[config.mk]
export PLATFORM = sky130hd
export DESIGN_NAME = taglist_player_flat
export DESIGN_NICKNAME = d
export VERILOG_FILES = /design/src/rtl/taglist_player_if.sv /design/src/rtl/taglist_player.sv /design/src/flat_wrapper.sv
export SDC_FILE = /design/constraint.sdc
export NUM_CORES = 1
export LEC_CHECK = 0
export CAP_MARGIN = 20
export CORE_MARGIN = 4
export CORE_UTILIZATION = 45
export CTS_BUF_LIST = sky130_fd_sc_hd__clkbuf_2
export DETAILED_ROUTE_END_ITERATION = 7
export PLACE_DENSITY_LB_ADDON = 0.15
export SYNTH_ARGS = -nofsm -noshare
export SYNTH_HDL_FRONTEND = slang
export SYNTH_SLANG_ARGS = --single-unit
[constraint.sdc]
create_clock -name clk_1KHz -period 3.7 [get_ports clk_1KHz]
set_clock_uncertainty 0.15 [all_clocks]
set_input_delay 0.555 -clock clk_1KHz [delete_from_list [all_inputs] [get_ports clk_1KHz]]
set_output_delay 0.555 -clock clk_1KHz [all_outputs]
set_load 0.005 [all_outputs]
[src/rtl/taglist_player_if.sv]
// Control, taglist-RAM and pattern-ROM signals of the taglist player.
// The master side drives requests and RAM data; the slave is the player.
interface taglist_player_if;
    logic        start;
    logic [6:0]  seq_sel;
    logic        loop;
    logic        stop;
    logic        tl_rd;
    logic [6:0]  tl_addr;
    logic [31:0] tl_data;
    logic [9:0]  rom_addr;
    logic        rom_en;
    logic        busy;
    logic        done;
    logic        err;
    logic        end_flag;

    modport master (
        output start, seq_sel, loop, stop, tl_data,
        input  tl_rd, tl_addr, rom_addr, rom_en,
        input  busy, done, err, end_flag
    );

    modport slave (
        input  start, seq_sel, loop, stop, tl_data,
        output tl_rd, tl_addr, rom_addr, rom_en,
        output busy, done, err, end_flag
    );
endinterface

[src/rtl/taglist_player.sv]
// Fetches one taglist entry, validates it, then walks the pattern ROM
// from first to last address, holding each address HOLD_CYCLES cycles.
module taglist_player #(
    parameter int unsigned HOLD_CYCLES = 1
) (
    input logic             clk_1KHz,
    input logic             reset,
    taglist_player_if.slave bus
);
    typedef enum logic [1:0] {
        IDLE,
        FETCH,
        WAIT,
        PLAY
    } state_t;

    localparam logic [7:0] HOLD_LAST = 8'(HOLD_CYCLES - 1);

    state_t      state_q;
    logic [6:0]  seq_q;
    logic        loop_q;
    logic [9:0]  first_q;
    logic [9:0]  last_q;
    logic [7:0]  hold_q;
    logic        tl_rd_q;
    logic [6:0]  tl_addr_q;
    logic [9:0]  rom_addr_q;
    logic        rom_en_q;
    logic        busy_q;
    logic        done_q;
    logic        err_q;
    logic        end_flag_q;

    logic [9:0]  e_first;
    logic [9:0]  e_last;
    logic        entry_ok;

    assign e_first  = bus.tl_data[20:11];
    assign e_last   = bus.tl_data[10:1];
    assign entry_ok = (bus.tl_data[31:28] == 4'd0)
                   && (bus.tl_data[27:21] == seq_q)
                   && (e_first <= e_last);

    always_ff @(posedge clk_1KHz) begin
        if (reset) begin
            state_q    <= IDLE;
            seq_q      <= '0;
            loop_q     <= 1'b0;
            first_q    <= '0;
            last_q     <= '0;
            hold_q     <= '0;
            tl_rd_q    <= 1'b0;
            tl_addr_q  <= '0;
            rom_addr_q <= '0;
            rom_en_q   <= 1'b0;
            busy_q     <= 1'b0;
            done_q     <= 1'b0;
            err_q      <= 1'b0;
            end_flag_q <= 1'b0;
        end else begin
            tl_rd_q <= 1'b0;
            done_q  <= 1'b0;
            err_q   <= 1'b0;
            unique case (state_q)
                IDLE: begin
                    if (bus.start && !bus.stop) begin
                        seq_q     <= bus.seq_sel;
                        loop_q    <= bus.loop;
                        tl_addr_q <= bus.seq_sel;
                        tl_rd_q   <= 1'b1;
                        busy_q    <= 1'b1;
                        state_q   <= FETCH;
                    end
                end
                FETCH: begin
                    if (bus.stop) begin
                        busy_q  <= 1'b0;
                        state_q <= IDLE;
                    end else begin
                        state_q <= WAIT;
                    end
                end
                WAIT: begin
                    if (bus.stop) begin
                        busy_q  <= 1'b0;
                        state_q <= IDLE;
                    end else if (entry_ok) begin
                        first_q    <= e_first;
                        last_q     <= e_last;
                        rom_addr_q <= e_first;
                        rom_en_q   <= 1'b1;
                        end_flag_q <= bus.tl_data[0];
                        hold_q     <= '0;
                        state_q    <= PLAY;
                    end else begin
                        err_q   <= 1'b1;
                        busy_q  <= 1'b0;
                        state_q <= IDLE;
                    end
                end
                PLAY: begin
                    if (bus.stop) begin
                        rom_en_q <= 1'b0;
                        busy_q   <= 1'b0;
                        state_q  <= IDLE;
                    end else if (hold_q == HOLD_LAST) begin
                        hold_q <= '0;
                        // Equality test, not increment, ends a run at 1023.
                        if (rom_addr_q != last_q) begin
                            rom_addr_q <= rom_addr_q + 10'd1;
                        end else if (loop_q) begin
                            rom_addr_q <= first_q;
                        end else begin
                            rom_en_q <= 1'b0;
                            busy_q   <= 1'b0;
                            done_q   <= 1'b1;
                            state_q  <= IDLE;
                        end
                    end else begin
                        hold_q <= hold_q + 8'd1;
                    end
                end
                default: state_q <= IDLE;
            endcase
        end
    end

    assign bus.tl_rd    = tl_rd_q;
    assign bus.tl_addr  = tl_addr_q;
    assign bus.rom_addr = rom_addr_q;
    assign bus.rom_en   = rom_en_q;
    assign bus.busy     = busy_q;
    assign bus.done     = done_q;
    assign bus.err      = err_q;
    assign bus.end_flag = end_flag_q;
endmodule

[src/flat_wrapper.sv]
// flat-port wrapper written by rule: the top's interface ports become plain ports
module taglist_player_flat 
#(
    parameter int unsigned HOLD_CYCLES = 1
)
  (clk_1KHz, reset, bus_start, bus_seq_sel, bus_loop, bus_stop, bus_tl_data, bus_tl_rd, bus_tl_addr, bus_rom_addr, bus_rom_en, bus_busy, bus_done, bus_err, bus_end_flag);
  taglist_player_if bus_i ();
  input logic clk_1KHz;
  input logic reset;
  input wire logic [$bits(bus_i.start)-1:0] bus_start;
  input wire logic [$bits(bus_i.seq_sel)-1:0] bus_seq_sel;
  input wire logic [$bits(bus_i.loop)-1:0] bus_loop;
  input wire logic [$bits(bus_i.stop)-1:0] bus_stop;
  input wire logic [$bits(bus_i.tl_data)-1:0] bus_tl_data;
  output wire logic [$bits(bus_i.tl_rd)-1:0] bus_tl_rd;
  output wire logic [$bits(bus_i.tl_addr)-1:0] bus_tl_addr;
  output wire logic [$bits(bus_i.rom_addr)-1:0] bus_rom_addr;
  output wire logic [$bits(bus_i.rom_en)-1:0] bus_rom_en;
  output wire logic [$bits(bus_i.busy)-1:0] bus_busy;
  output wire logic [$bits(bus_i.done)-1:0] bus_done;
  output wire logic [$bits(bus_i.err)-1:0] bus_err;
  output wire logic [$bits(bus_i.end_flag)-1:0] bus_end_flag;
  assign bus_i.start = bus_start;
  assign bus_i.seq_sel = bus_seq_sel;
  assign bus_i.loop = bus_loop;
  assign bus_i.stop = bus_stop;
  assign bus_i.tl_data = bus_tl_data;
  assign bus_tl_rd = bus_i.tl_rd;
  assign bus_tl_addr = bus_i.tl_addr;
  assign bus_rom_addr = bus_i.rom_addr;
  assign bus_rom_en = bus_i.rom_en;
  assign bus_busy = bus_i.busy;
  assign bus_done = bus_i.done;
  assign bus_err = bus_i.err;
  assign bus_end_flag = bus_i.end_flag;
  taglist_player #(.HOLD_CYCLES(HOLD_CYCLES)) u_core (.clk_1KHz(clk_1KHz), .reset(reset), .bus(bus_i));
endmodule
==> flow_summary.json, run 1 <==
{
  "status": "finished, final reports clean",
  "area_delta_synth_final_pct": 24.5,
  "yosys.area.top_type_share": 0.356,
  "postRouteAntennaNets": 0,
  "path_clk_slew_ns": 0.27,
  "fp.dieW_um": 90.1,
  "async_reset_ff_frac": 0,
  "syn-cell-area_um2": 3030,
  "synth_cells": 348,
  "grt_max_degree": 44,
  "post_cts_buffers": 0,
  "syn_avg_cell_area_um2": 8.72,
  "cp-start-kind": "primary input",
  "cts-resized-gates": 0,
  "start_util": 0.470,
  "p_leak_nw": 1.65,
  "fin_crit_sh": 0.811,
  "antenna_cells": 0,
  "setup_violations": 0,
  "dpl_cell_area_um2": 3720,
  "power_frac_seq": 0.574,
  "met2_length_um": 3700,
  "power_density_nw_per_um2": 276,
  "clock-root-buffer": "clkbuf_2",
  "clk-insertion-delay-late_ns": 0.44,
  "chipHeight_um": 90.1,
  "synth_top_flop_cell": "dfxtp_1",
  "dp.cells": 476,
  "drc": 0,
  "layout_min_cycle_time_ns": 3.00,
  "cts_inserted_buffers": 5,
  "power.switching_mw": 0.260,
  "maxCapViolations": 0,
  "ys_ff_latch": 54,
  "synth_area_leaders": "dfxtp_1, mux2i_1, ha_1",
  "r2r_start": "u_core.bus.rom_addr[6]",
  "cpMaxStageDelayCell": "a2111o_1",
  "postLayoutCoreUtil": 0.585,
  "drt_wl_total_um": 7850,
  "end_kind": "register",
  "cts.sinks": 54,
  "gp_congestion": 0.831,
  "drt_iter0_drc": 116,
  "crit_type": "in -> reg",
  "ys_seq_area_frac": 0.356,
  "crit_required_ns": 3.92,
  "wl_met1_um": 3610,
  "internal_power_mw": 0.782,
  "worstPathCellList": "clkdlybuf4s50_1 -> inv_1 -> ha_1 -> a211o_1 -> a31o_2 -> a221o_1 -> a2111o_1 -> buf_12 -> mux2i_1 -> nor2_1",
  "switching_share": 0.249,
  "grt_usage": 0.198,
  "synth.distinct_cells": 50,
  "slew_headroom": 0.408,
  "cts_tree": "built",
  "die-area_um2": 8120,
  "nets": 463,
  "hold_slack_ns": 0.357,
  "wl_per_cell_um": 16.3,
  "grt_pass1_wl_um": 13200,
  "fin_tns_setup_ns": 0,
  "vdd_ir_drop_max_v": 0.000170,
  "drtPass1Iterations": 4,
  "worstHoldStart": "u_core.bus.tl_addr[3]",
  "hold_buffers": 0,
  "port_buffers": 66,
  "clkPwrFrac": 0.283,
  "max_freq_mhz": 333,
  "drive_gt1_frac": 0.0567,
  "hold_viol": 0,
  "fin_cells": 483,
  "ioPinCount": 67,
  "rows": 29,
  "dpl.hpwl_um": 5750,
  "synth_edf_count": 0,
  "rsz0062_at_grt": "no",
  "critPathMaxFanout": 20,
  "cts.path.max_buffers": 2,
  "grt_pass1_vias": 2621,
  "antenna_found_initial": 0,
  "synth_largest_area_cell": "dfxtp_1",
  "vias_per_cell": 5.55,
  "fin_area_um2": 3780,
  "critPathArrivalTime_ns": 3.22,
  "ys_warn_count": 0,
  "cpPeakStageDelay_ns": 0.51,
  "pre_cts_ws_ns": 0.221,
  "core-area_um2": 6460,
  "top_layer_used": "met4",
  "crit_path_start": "bus_tl_data[10]",
  "worstMarginPinSlew_ns": 0.881,
  "wl_met3_um": 440,
  "vias": 2682,
  "syn-num-nets": 405,
  "min_path_type": "reg -> reg",
  "total_power_mw": 1.04,
  "fin_ws_ns": 0.699,
  "h-tree-depth": 2,
  "grt_overflow": 0,
  "comb_power_share": 0.143,
  "slew_viol_final": 0
}
==> cell type report <==
cell class | count | area [um^2]
inverter | 17 | 63.8
sequential | 54 | 1080
clock inverter | 2 | 33.8
tap | 77 | 96.3
multi-input combinational | 256 | 1760
clock buffer | 5 | 25.0
timing repair buffer | 72 | 718
fill | 601 | 2680
==> cells in the final DEF, fill, tap and decap left out, types with 2 or more instances in the layout <==
cell	synthesis	layout
ha_1	13	13
nand2b_1	4	4
clkbuf_2	0	5
o211a_1	4	4
and3_1	2	2
nand3_1	7	7
a21o_1	6	6
o221a_2	5	5
a211oi_1	2	2
nor4_1	7	7
nand2_1	41	41
xnor2_1	13	13
mux2i_1	30	30
o31ai_1	2	2
a21oi_1	19	19
o211ai_1	7	7
nand4_1	6	6
a311oi_1	2	2
clkdlybuf4s50_1	0	66
a31oi_1	5	5
nor3_1	7	7
dfxtp_1	54	54
inv_1	17	17
o21ai_0	5	5
o2111ai_1	3	3
buf_4	0	5
xor2_1	11	11
nor2_1	33	33
==> layer usage <==
metal | vias to the layer above | track usage
met5 | - | 0
met4 | 0 | 0.0510
met3 | 11 | 0.0417
met2 | 79 | 0.328
met1 | 1248 | 0.261
li1 | 1344 | -
==> power by group through the flow <==
stage | clock (mW) | combinational, mW | sequential [mW]
finish | 0.295 | 0.149 | 0.598
global route | 0.327 | 0.163 | 0.601
CTS | 0.304 | 0.149 | 0.599
detailed placement | 0 | 0.147 | 0.609
global placement | 0 | 0.147 | 0.609
floorplan | 0 | 0.0697 | 0.607
==> path summary, 6_finish.rpt <==
kind,end,slack (ns),cells after the start
setup / recovery,u_core.last_q[3],0.70,10
hold / removal,u_core.bus.tl_addr[3],0.36,2
setup reg to reg,u_core.bus.rom_addr[1],0.94,6
hold reg to reg,u_core.bus.tl_addr[3],0.36,2
==> critical path, delay by kind of cell <==
kind            cells  cell delay (ns)
mux                 1             0.18
fa+ha+maj           1             0.34
simple gates        1             0.06
compound gates      4             1.32
buf+inv             3             0.75
==> synthesized netlist by cell type (all sizes together) (2+ instances only) <==
| library cell | number |
|---|---|
| and3 | 2 |
| ha | 13 |
| o2111ai | 3 |
| xnor2 | 14 |
| a21oi | 19 |
| nor4 | 8 |
| nand2 | 41 |
| and2 | 2 |
| a31oi | 5 |
| dfxtp | 54 |
| nor2 | 33 |
| clkbuf | 11 |
| o211a | 4 |
| a21o | 6 |
| o211ai | 7 |
| nand4 | 6 |
| mux2i | 30 |
| o31ai | 2 |
| nor3 | 7 |
| xor2 | 11 |
| o21ai | 5 |
| a311oi | 2 |
| nand2b | 4 |
| buf | 10 |
| inv | 17 |
| a211oi | 2 |
| nand3 | 7 |
| o221a | 5 |
==> state kept, by name, indices dropped and copies added, names as in the netlist <==
signal               flops
u_core.loop_q            1
u_core.bus.rom_addr     10
u_core.bus.tl_addr       7
u_core.bus.tl_rd         1
u_core.bus.end_flag      1
u_core.hold_q            8
u_core.first_q          10
u_core.bus.err           1
u_core.bus.done          1
u_core.last_q           10
u_core.state_q           2
u_core.bus.rom_en        1
u_core.bus.busy          1
==> cells by family (layout without fill, tap and decap cells) <==
group           count (synthesis)  count (layout)  synth area share
fa+ha+maj                      13              13            0.0536
compound gates                 70              70             0.168
xor+xnor                       25              25            0.0746
simple gates                  117             117             0.180
flops                          54              54             0.356
mux                            31              31             0.104
buf+inv                        38              96            0.0635
(Power assumes the default switching activity.)
==> run 2, diff against run 1 <==
- clock period: 3.7 -> 2.92 ns (I/O delays scaled with it)
==> run 2 against run 1 <==
Die area is the same. Combinational power grew 40%. Global-route usage grew 0.40 points. Core utilization grew 2.8 points. Sequential share of layout area shrank 1.3 points. Cell area grew 4.7%. Hold slack lost 0.024 ns. Worst setup slack lost 0.48 ns. Wire length grew 2.6%. Sequential power grew 27%. Total power grew 31%. Critical path type unchanged. Largest power group unchanged. Highest routed layer unchanged.
==> flow_summary.json, run 2 (synthesized netlist as in run 1, its figures left out) <==
{
  "rows": 29,
  "path_clk_slew_ns": 0.29,
  "dpl_cell_area_um2": 3890,
  "p_leak_nw": 1.76,
  "fp.dieW_um": 90.1,
  "fin_tns_setup_ns": 0,
  "whs_path_depth": 3,
  "ioPinCount": 67,
  "cts.sinks": 54,
  "crit_family": "compound AO/OA/AOI/OAI gates",
  "cts_inserted_buffers": 5,
  "gp_congestion": 0.869,
  "end_kind": "register",
  "drive_gt1_frac": 0.107,
  "final_cell_mix": "clkdlybuf4s50_1, dfxtp_1, nand2_1",
  "drt_wl_total_um": 8050,
  "crit_required_ns": 3.13,
  "clk-insertion-delay-late_ns": 0.46,
  "hold_viol": 0,
  "cpMaxStageDelayCell": "clkdlybuf4s50_1",
  "maxCapViolations": 0,
  "final_common_cell": "clkdlybuf4s50_1",
  "status": "finished, final reports clean",
  "port_buffers": 66,
  "grt_pass1_wl_um": 13500,
  "r2r_slack_ns": 0.46,
  "worstMarginPinSlew_ns": 0.518,
  "antenna_cells": 0,
  "crit_type": "in -> reg",
  "fin_cells": 505,
  "r2r_start": "u_core.bus.rom_addr[3]",
  "ff2ff_path_depth": 7,
  "hold_slack_ns": 0.333,
  "grt_max_degree": 44,
  "layout_min_cycle_time_ns": 2.70,
  "setup_violations": 0,
  "max_freq_mhz": 370,
  "antenna_found_initial": 0,
  "critPathArrivalTime_ns": 2.92,
  "worstHoldStart": "bus_seq_sel[0]",
  "dpl.hpwl_um": 5990,
  "critPathMaxFanout": 19,
  "h-tree-depth": 2,
  "cts.path.max_buffers": 2,
  "rsz0062_at_grt": "no",
  "grt_usage": 0.202,
  "drt_iter0_drc": 158,
  "dp.cells": 497,
  "cts_tree": "built",
  "drtPass1Iterations": 5,
  "nets": 484,
  "start_util": 0.470,
  "wl_per_cell_um": 15.9,
  "cts-resized-gates": 0,
  "fin_area_um2": 3960,
  "postRouteAntennaNets": 0,
  "grt_overflow": 0,
  "clock-root-buffer": "clkbuf_2",
  "vias_per_cell": 5.60,
  "vias": 2827,
  "vdd_ir_drop_max_v": 0.000185,
  "min_to": "u_core.bus.tl_addr[0]",
  "r2r-end": "u_core.bus.rom_addr[2]",
  "power_density_nw_per_um2": 344,
  "cp-start-kind": "primary input",
  "area_delta_synth_final_pct": 30.4,
  "post_cts_buffers": 0,
  "chipHeight_um": 90.1,
  "hold_buffers": 0,
  "drc": 0,
  "slew_headroom": 0.652,
  "slew_viol_final": 0,
  "worstPathCellList": "clkdlybuf4s50_1 -> inv_1 -> ha_1 -> a211o_1 -> a31o_2 -> a221o_1 -> a2111o_1 -> buf_12 -> mux2i_1 -> nor2_1",
  "grt_pass1_vias": 2845,
  "min_path_type": "in -> reg",
  "path_buf_inv": 3,
  "cpPeakStageDelay_ns": 0.47,
  "die-area_um2": 8120,
  "fin_crit_sh": 0.926,
  "core-area_um2": 6460
}
## run 2: how the worst max path moves through the flow
stage | from | end | slack (ns) | cells past startpoint
5_1_grt | bus_tl_data[10] | u_core.last_q[3] | 0.14 | 10
2_1_floorplan | bus_tl_data[10] | u_core.first_q[8] | 0.24 | 10
4_1_cts | bus_tl_data[10] | u_core.first_q[3] | 0.22 | 10
3_5_place_dp | bus_tl_data[10] | u_core.last_q[3] | -0.27 | 10
3_3_place_gp | bus_tl_data[10] | u_core.last_q[5] | -0.22 | 10
6_report | bus_tl_data[10] | u_core.first_q[3] | 0.22 | 10
## run 2: worst register-to-register path: cells and delay by family (launching register included)
kind	cells	cell delay, ns
and+or+nand+nor	3	0.80
DFF	1	0.58
AOI/OAI and AO/OA	2	0.56
xor gates and xnor gates	1	0.17
buffers and inverters	1	0.15
## run 2: stage by stage
stage | setup slack [ns] | total power [mW] | utilization
6_report | 0.217 | 1.36 | 0.613
5_1_grt | 0.142 | 1.43 | 0.613
4_1_cts | 0.223 | 1.37 | 0.613
3_5_place_dp | -0.274 | 0.978 | 0.602
3_3_place_gp | -0.221 | 0.975 | 0.602
2_1_floorplan | 0.245 | 0.858 | -
## run 2: per-layer routing
metal	global-route usage	part of all wire	vias to the layer above
li1	-	-	1393
met1	0.263	0.44	1330
met2	0.345	0.49	93
met3	0.0351	0.060	11
met4	0.0497	0.0097	0
met5	0	0	-
## run 2: power breakdown
group	switching (mW)	internal, mW
Sequential	0.00905	0.749
Clock	0.247	0.147
Combinational	0.0888	0.119
## run 2: layout make-up
cell class,instances,area (um^2)
timing repair buffer,93,888
sequential,54,1080
multi-input combinational,256,1760
tap,77,96.3
inverter,17,63.8
fill,586,2500
clock inverter,2,37.5
clock buffer,6,30.0
==> edit 1, RTL diff (config.mk and constraints of run 1) <==
Re-encode `state_t` (4 states) as one-hot, 4 bits wide.
--- a/src/rtl/taglist_player.sv
+++ b/src/rtl/taglist_player.sv
@@ -9,7 +9,7 @@
 );
-    typedef enum logic [1:0] {
-        IDLE,
-        FETCH,
-        WAIT,
-        PLAY
+    typedef enum logic [3:0] {
+        IDLE  = 4'b0001,
+        FETCH = 4'b0010,
+        WAIT  = 4'b0100,
+        PLAY  = 4'b1000
     } state_t;
Function: no difference found for any inputs over 10 cycles, from zero or initial values and one cycle with reset high; not proved beyond that.
==> edit 1 against run 1 <==
- register-to-register slack got worse by 80 ps
- worst setup slack better by 78 ps
- fmax rose by 2.7%
- area after synthesis is 13% higher
- wire length rose by 9.2%
- sequential cell count is 2 higher
- via count increased by 12%
- final area is 11% higher
Power is not compared: it rests on default switching activity, and its combinational part moved more than twofold at a synthesized area within 25%.
==> edit 1: results (changes against run 1) <==
\begin{tabular}{lr}
\hline
Metric & Value \\
\hline
\multicolumn{2}{l}{\textbf{Cells and area}} \\
\quad Share of layout cells above drive strength 1 & 8.26\% (+2.6 points) \\
\quad Footprint of the multi-input gates & 2080 um2 (+18\%) \\
\quad Buffers outside the clock class & 75 (+4.2\%) \\
\quad Nets & 505 (+9.1\%) \\
\quad Non-Clock Buffer Area Fraction & 17.5\% (-1.5 points) \\
\quad Multi-input gates & 285 (+11\%) \\
\multicolumn{2}{l}{\textbf{Route}} \\
\quad Ratio of routed vias to standard cells & 5.50 (-1.0\%) \\
\quad Routed met3 length & 397 um (-9.8\%) \\
\quad Metal1 wirelength & 4220 um (+17\%) \\
\quad Count of routing violations after the opening detailed-route iteration & 170 (+47\%) \\
\quad Total met2 wirelength after detailed routing & 3890 um (+5.2\%) \\
\quad Avg WL per Cell & 15.7 um (-3.6\%) \\
\multicolumn{2}{l}{\textbf{Yosys}} \\
\quad Most frequent cells after synthesis & sky130\_fd\_sc\_hd\_\_dfxtp\_1 (56), sky130\_fd\_sc\_hd\_\_nor2\_1 (47), sky130\_fd\_sc\_hd\_\_mux2i\_1 (35) \\
\quad Top cells by area in the synthesized netlist & sky130\_fd\_sc\_hd\_\_dfxtp\_1 (33\%), sky130\_fd\_sc\_hd\_\_mux2i\_1 (10\%), sky130\_fd\_sc\_hd\_\_nor2\_1 (5.1\%), sky130\_fd\_sc\_hd\_\_ha\_1 (4.7\%), sky130\_fd\_sc\_hd\_\_xnor2\_1 (2.8\%) \\
\quad Mapped Nets & 447 (+10\%) \\
\multicolumn{2}{l}{\textbf{Placed design}} \\
\quad RePlAce Congestion & 0.817 (-1.8\%) \\
\quad Worst setup timing slack at the placement stage & 235 ps (+13.7 ps) \\
\multicolumn{2}{l}{\textbf{Worst hold path}} \\
\quad Hold worst-path end & u\_core.hold\_q[1]\$\_SDFFE\_PP0P\_ \\
\quad Hold path startpoint & u\_core.hold\_q[1]\$\_SDFFE\_PP0P\_ \\
\multicolumn{2}{l}{\textbf{Outcome}} \\
\quad Outcome & finished, final reports clean \\
\multicolumn{2}{l}{\textbf{Worst setup path}} \\
\quad R2r setup slk & 860 ps (-80 ps) \\
\quad Launching point of the worst reg2reg path & u\_core.bus.rom\_addr[2]\$\_SDFFE\_PP0P\_ \\
\multicolumn{2}{l}{\textbf{Floorplan}} \\
\quad Die area & 9080 um2 (+12\%) \\
\multicolumn{2}{l}{\textbf{GRT}} \\
\quad GR Util met1 & 27.3\% (+1.2 points) \\
\quad Global-route usage over all layers & 19.7\% (-0.092 points) \\
\quad GR Layer Usage met2 & 31.2\% (-1.6 points) \\
\multicolumn{2}{l}{\textbf{CTS}} \\
\quad Clock latency reported for the late side of the worst-skew pair & 470 ps (+30 ps) \\
\multicolumn{2}{l}{\textbf{STA}} \\
\quad Post-Route Hold Slack & 373 ps (+16.4 ps) \\
\hline
\end{tabular}
-- edit 1: cell types whose count changed in the layout (fill, tap and decap cells not counted), sizes merged, moves of 8 or more --
cell	change
nand2	-18
nor2	+14
a211oi	+12
o21ai	+10
inv	+8
-- edit 1: cell families (layout without fill, tap and decap cells) --
family / count (synthesis) / after routing / share of synthesized area (%)
simple gates: 134 / 134 / 21.0
fa+ha+maj: 13 / 13 / 4.75
mux: 35 / 35 / 10.2
buf+inv: 49 / 107 / 6.97
xor+xnor: 23 / 23 / 6.10
compound gates: 80 / 80 / 18.3
flops: 56 / 56 / 32.7
-- edit 1: worst register-to-register path, delay by kind of cell, from the launching register on --
kind	cells	cell delay (ps)
AOI/OAI and AO/OA	1	460
xor gates and xnor gates	1	160
DFF	1	650
muxes	1	230
and+or+nand+nor	3	1170
-- edit 1: worst max-delay path by stage --
stage	slack, ps	end	start	cells after the start
6_report	780	u_core.last_q[7]$_SDFFE_PP0P_	bus_tl_data[6]	12
5_1_grt	630	u_core.last_q[7]$_SDFFE_PP0P_	bus_tl_data[10]	12
4_1_cts	770	u_core.last_q[7]$_SDFFE_PP0P_	bus_tl_data[6]	12
3_5_place_dp	240	u_core.last_q[7]$_SDFFE_PP0P_	bus_tl_data[6]	12
3_3_place_gp	340	u_core.bus.rom_addr[0]$_SDFFE_PP0P_	bus_tl_data[4]	11
2_1_floorplan	1000	u_core.bus.rom_addr[0]$_SDFFE_PP0P_	bus_tl_data[4]	9
-- edit 1: where the power goes --
group | switching (mW) | internal (mW)
Combinational | 0.196 | 0.205
Clock | 0.198 | 0.0415
Sequential | 0.0544 | 0.642
==> edit 2, RTL diff (config.mk and constraints of run 1) <==
Made on the original files. `HOLD_CYCLES` is set to 1 in 2 places; all go to 0.
--- a/src/rtl/taglist_player.sv
+++ b/src/rtl/taglist_player.sv
@@ -3,3 +3,3 @@
 module taglist_player #(
-    parameter int unsigned HOLD_CYCLES = 1
+    parameter int unsigned HOLD_CYCLES = 0
 ) (
--- a/src/flat_wrapper.sv
+++ b/src/flat_wrapper.sv
@@ -3,3 +3,3 @@
 #(
-    parameter int unsigned HOLD_CYCLES = 1
+    parameter int unsigned HOLD_CYCLES = 0
 )
Function: changed (a bounded check fails within 10 cycles, from zero or initial values and one cycle with reset high).
==> edit 2 against run 1 <==
- hold slack worse by 34 ps
- count of clock-buffer cells in the layout stayed put
- critical path type unchanged
- non-clock buffer count is 1 lower
- power is 0.44% higher
- critical endpoint is now u_core.bus.rom_addr[6]$_SDFFE_PP0P_
- area after synthesis is 2.8% lower
- die area is 2.5% lower
- fmax is 3.7% higher
- worst setup slack better by 110 ps
- sequential cell count stayed put
- final area is 2.1% lower
- critical path depth is 2 lower
- wire length is 0.89% lower
- global-route usage is 1.4 points higher
- clock power hardly changed
==> edit 2: results (changes against run 1) <==
\begin{tabular}{lr}
\hline
Metric & Value \\
\hline
\multicolumn{2}{l}{\textbf{Route}} \\
\quad Wire length reported by the detailed router & 7780 um (-0.89\%) \\
\quad DRT Pass-1 Iters & 5 (+1) \\
\quad Count of routing violations after the opening detailed-route iteration & 148 (+28\%) \\
\multicolumn{2}{l}{\textbf{Outcome}} \\
\quad Outcome & finished, final reports clean \\
\multicolumn{2}{l}{\textbf{Yosys}} \\
\quad Top cells by area in the synthesized netlist & sky130\_fd\_sc\_hd\_\_dfxtp\_1 (37\%), sky130\_fd\_sc\_hd\_\_nand2\_1 (8.8\%), sky130\_fd\_sc\_hd\_\_a21oi\_1 (6.6\%), sky130\_fd\_sc\_hd\_\_ha\_1 (5.1\%), sky130\_fd\_sc\_hd\_\_xnor2\_1 (4.7\%) \\
\quad Share of the synthesized area in compound gates (AO/OA/AOI/OAI) & 19.6\% (+2.8 points) \\
\quad Most frequent cells after synthesis & sky130\_fd\_sc\_hd\_\_nand2\_1 (69), sky130\_fd\_sc\_hd\_\_dfxtp\_1 (54), sky130\_fd\_sc\_hd\_\_a21oi\_1 (39) \\
\quad XOR/XNOR Fraction of Synth Area & 7.42\% (-0.042 points) \\
\quad Proportion of synthesized chip area in sequential cells & 36.6\% (+1.0 points) \\
\quad Mapped Nets & 413 (+2.0\%) \\
\quad Multiplexer share of the synthesized area & 4.41\% (-6.0 points) \\
\quad Arithmetic-cell share of the synthesized area counting full adders, half adders and majority gates & 5.09\% (-0.27 points) \\
\multicolumn{2}{l}{\textbf{STA}} \\
\quad Rel. slew slack & 48.7\% (+7.8 points) \\
\quad Post-Route Hold Slack & 323 ps (-34.0 ps) \\
\multicolumn{2}{l}{\textbf{Cells and area}} \\
\quad Nets & 470 (+1.5\%) \\
\quad Share of layout cells above drive strength 1 & 4.59\% (-1.1 points) \\
\quad Count of fill cells added during filler insertion & 580 (-3.5\%) \\
\multicolumn{2}{l}{\textbf{GRT}} \\
\quad Number of global-route vias before repair & 2654 (+1.3\%) \\
\quad Global-route usage over all layers & 21.2\% (+1.4 points) \\
\quad Wire length of the first global-routing pass & 13100 um (-0.36\%) \\
\multicolumn{2}{l}{\textbf{Worst setup path}} \\
\quad Launch point of the worst path & bus\_tl\_data[6] \\
\quad Largest driver fanout on the critical path & 10 (-50\%) \\
\quad R2r setup slk & 1280 ps (+340 ps) \\
\multicolumn{2}{l}{\textbf{Worst hold path}} \\
\quad Hold path startpoint & u\_core.first\_q[0]\$\_SDFFE\_PP0P\_ \\
\multicolumn{2}{l}{\textbf{Placed design}} \\
\quad Standard cell area after detailed placement & 3640 um2 (-2.1\%) \\
\quad Detailed-placement wirelength estimate & 5630 um (-2.0\%) \\
\quad RePlAce Congestion & 0.848 (+2.1\%) \\
\multicolumn{2}{l}{\textbf{Pwr}} \\
\quad Static leakage power & 1.47 nW (-11\%) \\
\hline
\end{tabular}
edit 2: cell types whose count changed in the layout (fill, tap and decap cells not counted), moves of 4 or more:
cell	run 1	this run
sky130_fd_sc_hd__and3_1	2	9
sky130_fd_sc_hd__o211a_1	4	8
sky130_fd_sc_hd__nor4_1	7	3
sky130_fd_sc_hd__o221a_2	5	0
sky130_fd_sc_hd__nand2_1	41	69
sky130_fd_sc_hd__o211ai_1	7	3
sky130_fd_sc_hd__o21ai_0	5	10
sky130_fd_sc_hd__inv_1	17	13
sky130_fd_sc_hd__a21o_1	6	2
sky130_fd_sc_hd__mux2i_1	30	13
sky130_fd_sc_hd__a21oi_1	19	39
sky130_fd_sc_hd__nor2_1	33	15
edit 2: worst paths after layout:
path	endpoint	cells past startpoint
setup / recovery	u_core.bus.rom_addr[6]$_SDFFE_PP0P_	8
hold / removal	u_core.first_q[0]$_SDFFE_PP0P_	2
hold reg to reg	u_core.first_q[0]$_SDFFE_PP0P_	2
setup reg to reg	u_core.bus.rom_addr[6]$_SDFFE_PP0P_	7
edit 2: metal layers:
metal  track usage (%)  wire length, um  up-vias
li1                  -                -     1372
met1              30.7             3790     1281
met2              32.5             3440       91
met3              4.24              475        6
met4              5.14               72        0
met5                 0                0        -
edit 2: logic make-up after synthesis:
family	Yosys count
multiplexers	13
buffers and inverters	34
adder cells (fa/ha/maj)	12
XOR/XNOR	25
flip-flops	54
AO/OA/AOI/OAI	85
AND/OR/NAND/NOR	134
edit 2: power breakdown:
part	leakage [nW]	switching (mW)	internal (mW)
Clock	0.0365	0.187	0.108
Sequential	0.436	0.00723	0.591
Combinational	0.998	0.0693	0.0828
edit 2: stage by stage:
| stage | instances | setup WS, ps | total power, mW |
|---|---|---|---|
| floorplan | 357 | 1090 | 0.677 |
| CTS | 491 | 797 | 1.05 |
| global route | 491 | 605 | 1.10 |
| global placement | 484 | 362 | 0.759 |
| detailed placement | 484 | 314 | 0.761 |
| finish | 491 | 805 | 1.05 |
edit 2: worst max-delay path, stage by stage:
cell and delay, ps:
sky130_fd_sc_hd__clkdlybuf4s50_1 480, sky130_fd_sc_hd__inv_1 50, sky130_fd_sc_hd__ha_1 340, sky130_fd_sc_hd__nand4_1 190
sky130_fd_sc_hd__o311ai_0 650, sky130_fd_sc_hd__o211ai_2 330, sky130_fd_sc_hd__nor2_4 330, sky130_fd_sc_hd__o221a_1 220
edit 2: final cells by class:
class	instances	area [um2]	share of cell area, %
multi-input combinational	269	1720	46.4
sequential	54	1080	29.2
timing repair buffer	71	698	18.9
tap	77	96.3	2.60
inverter	13	48.8	1.32
clock inverter	2	33.8	0.913
clock buffer	5	25.0	0.676
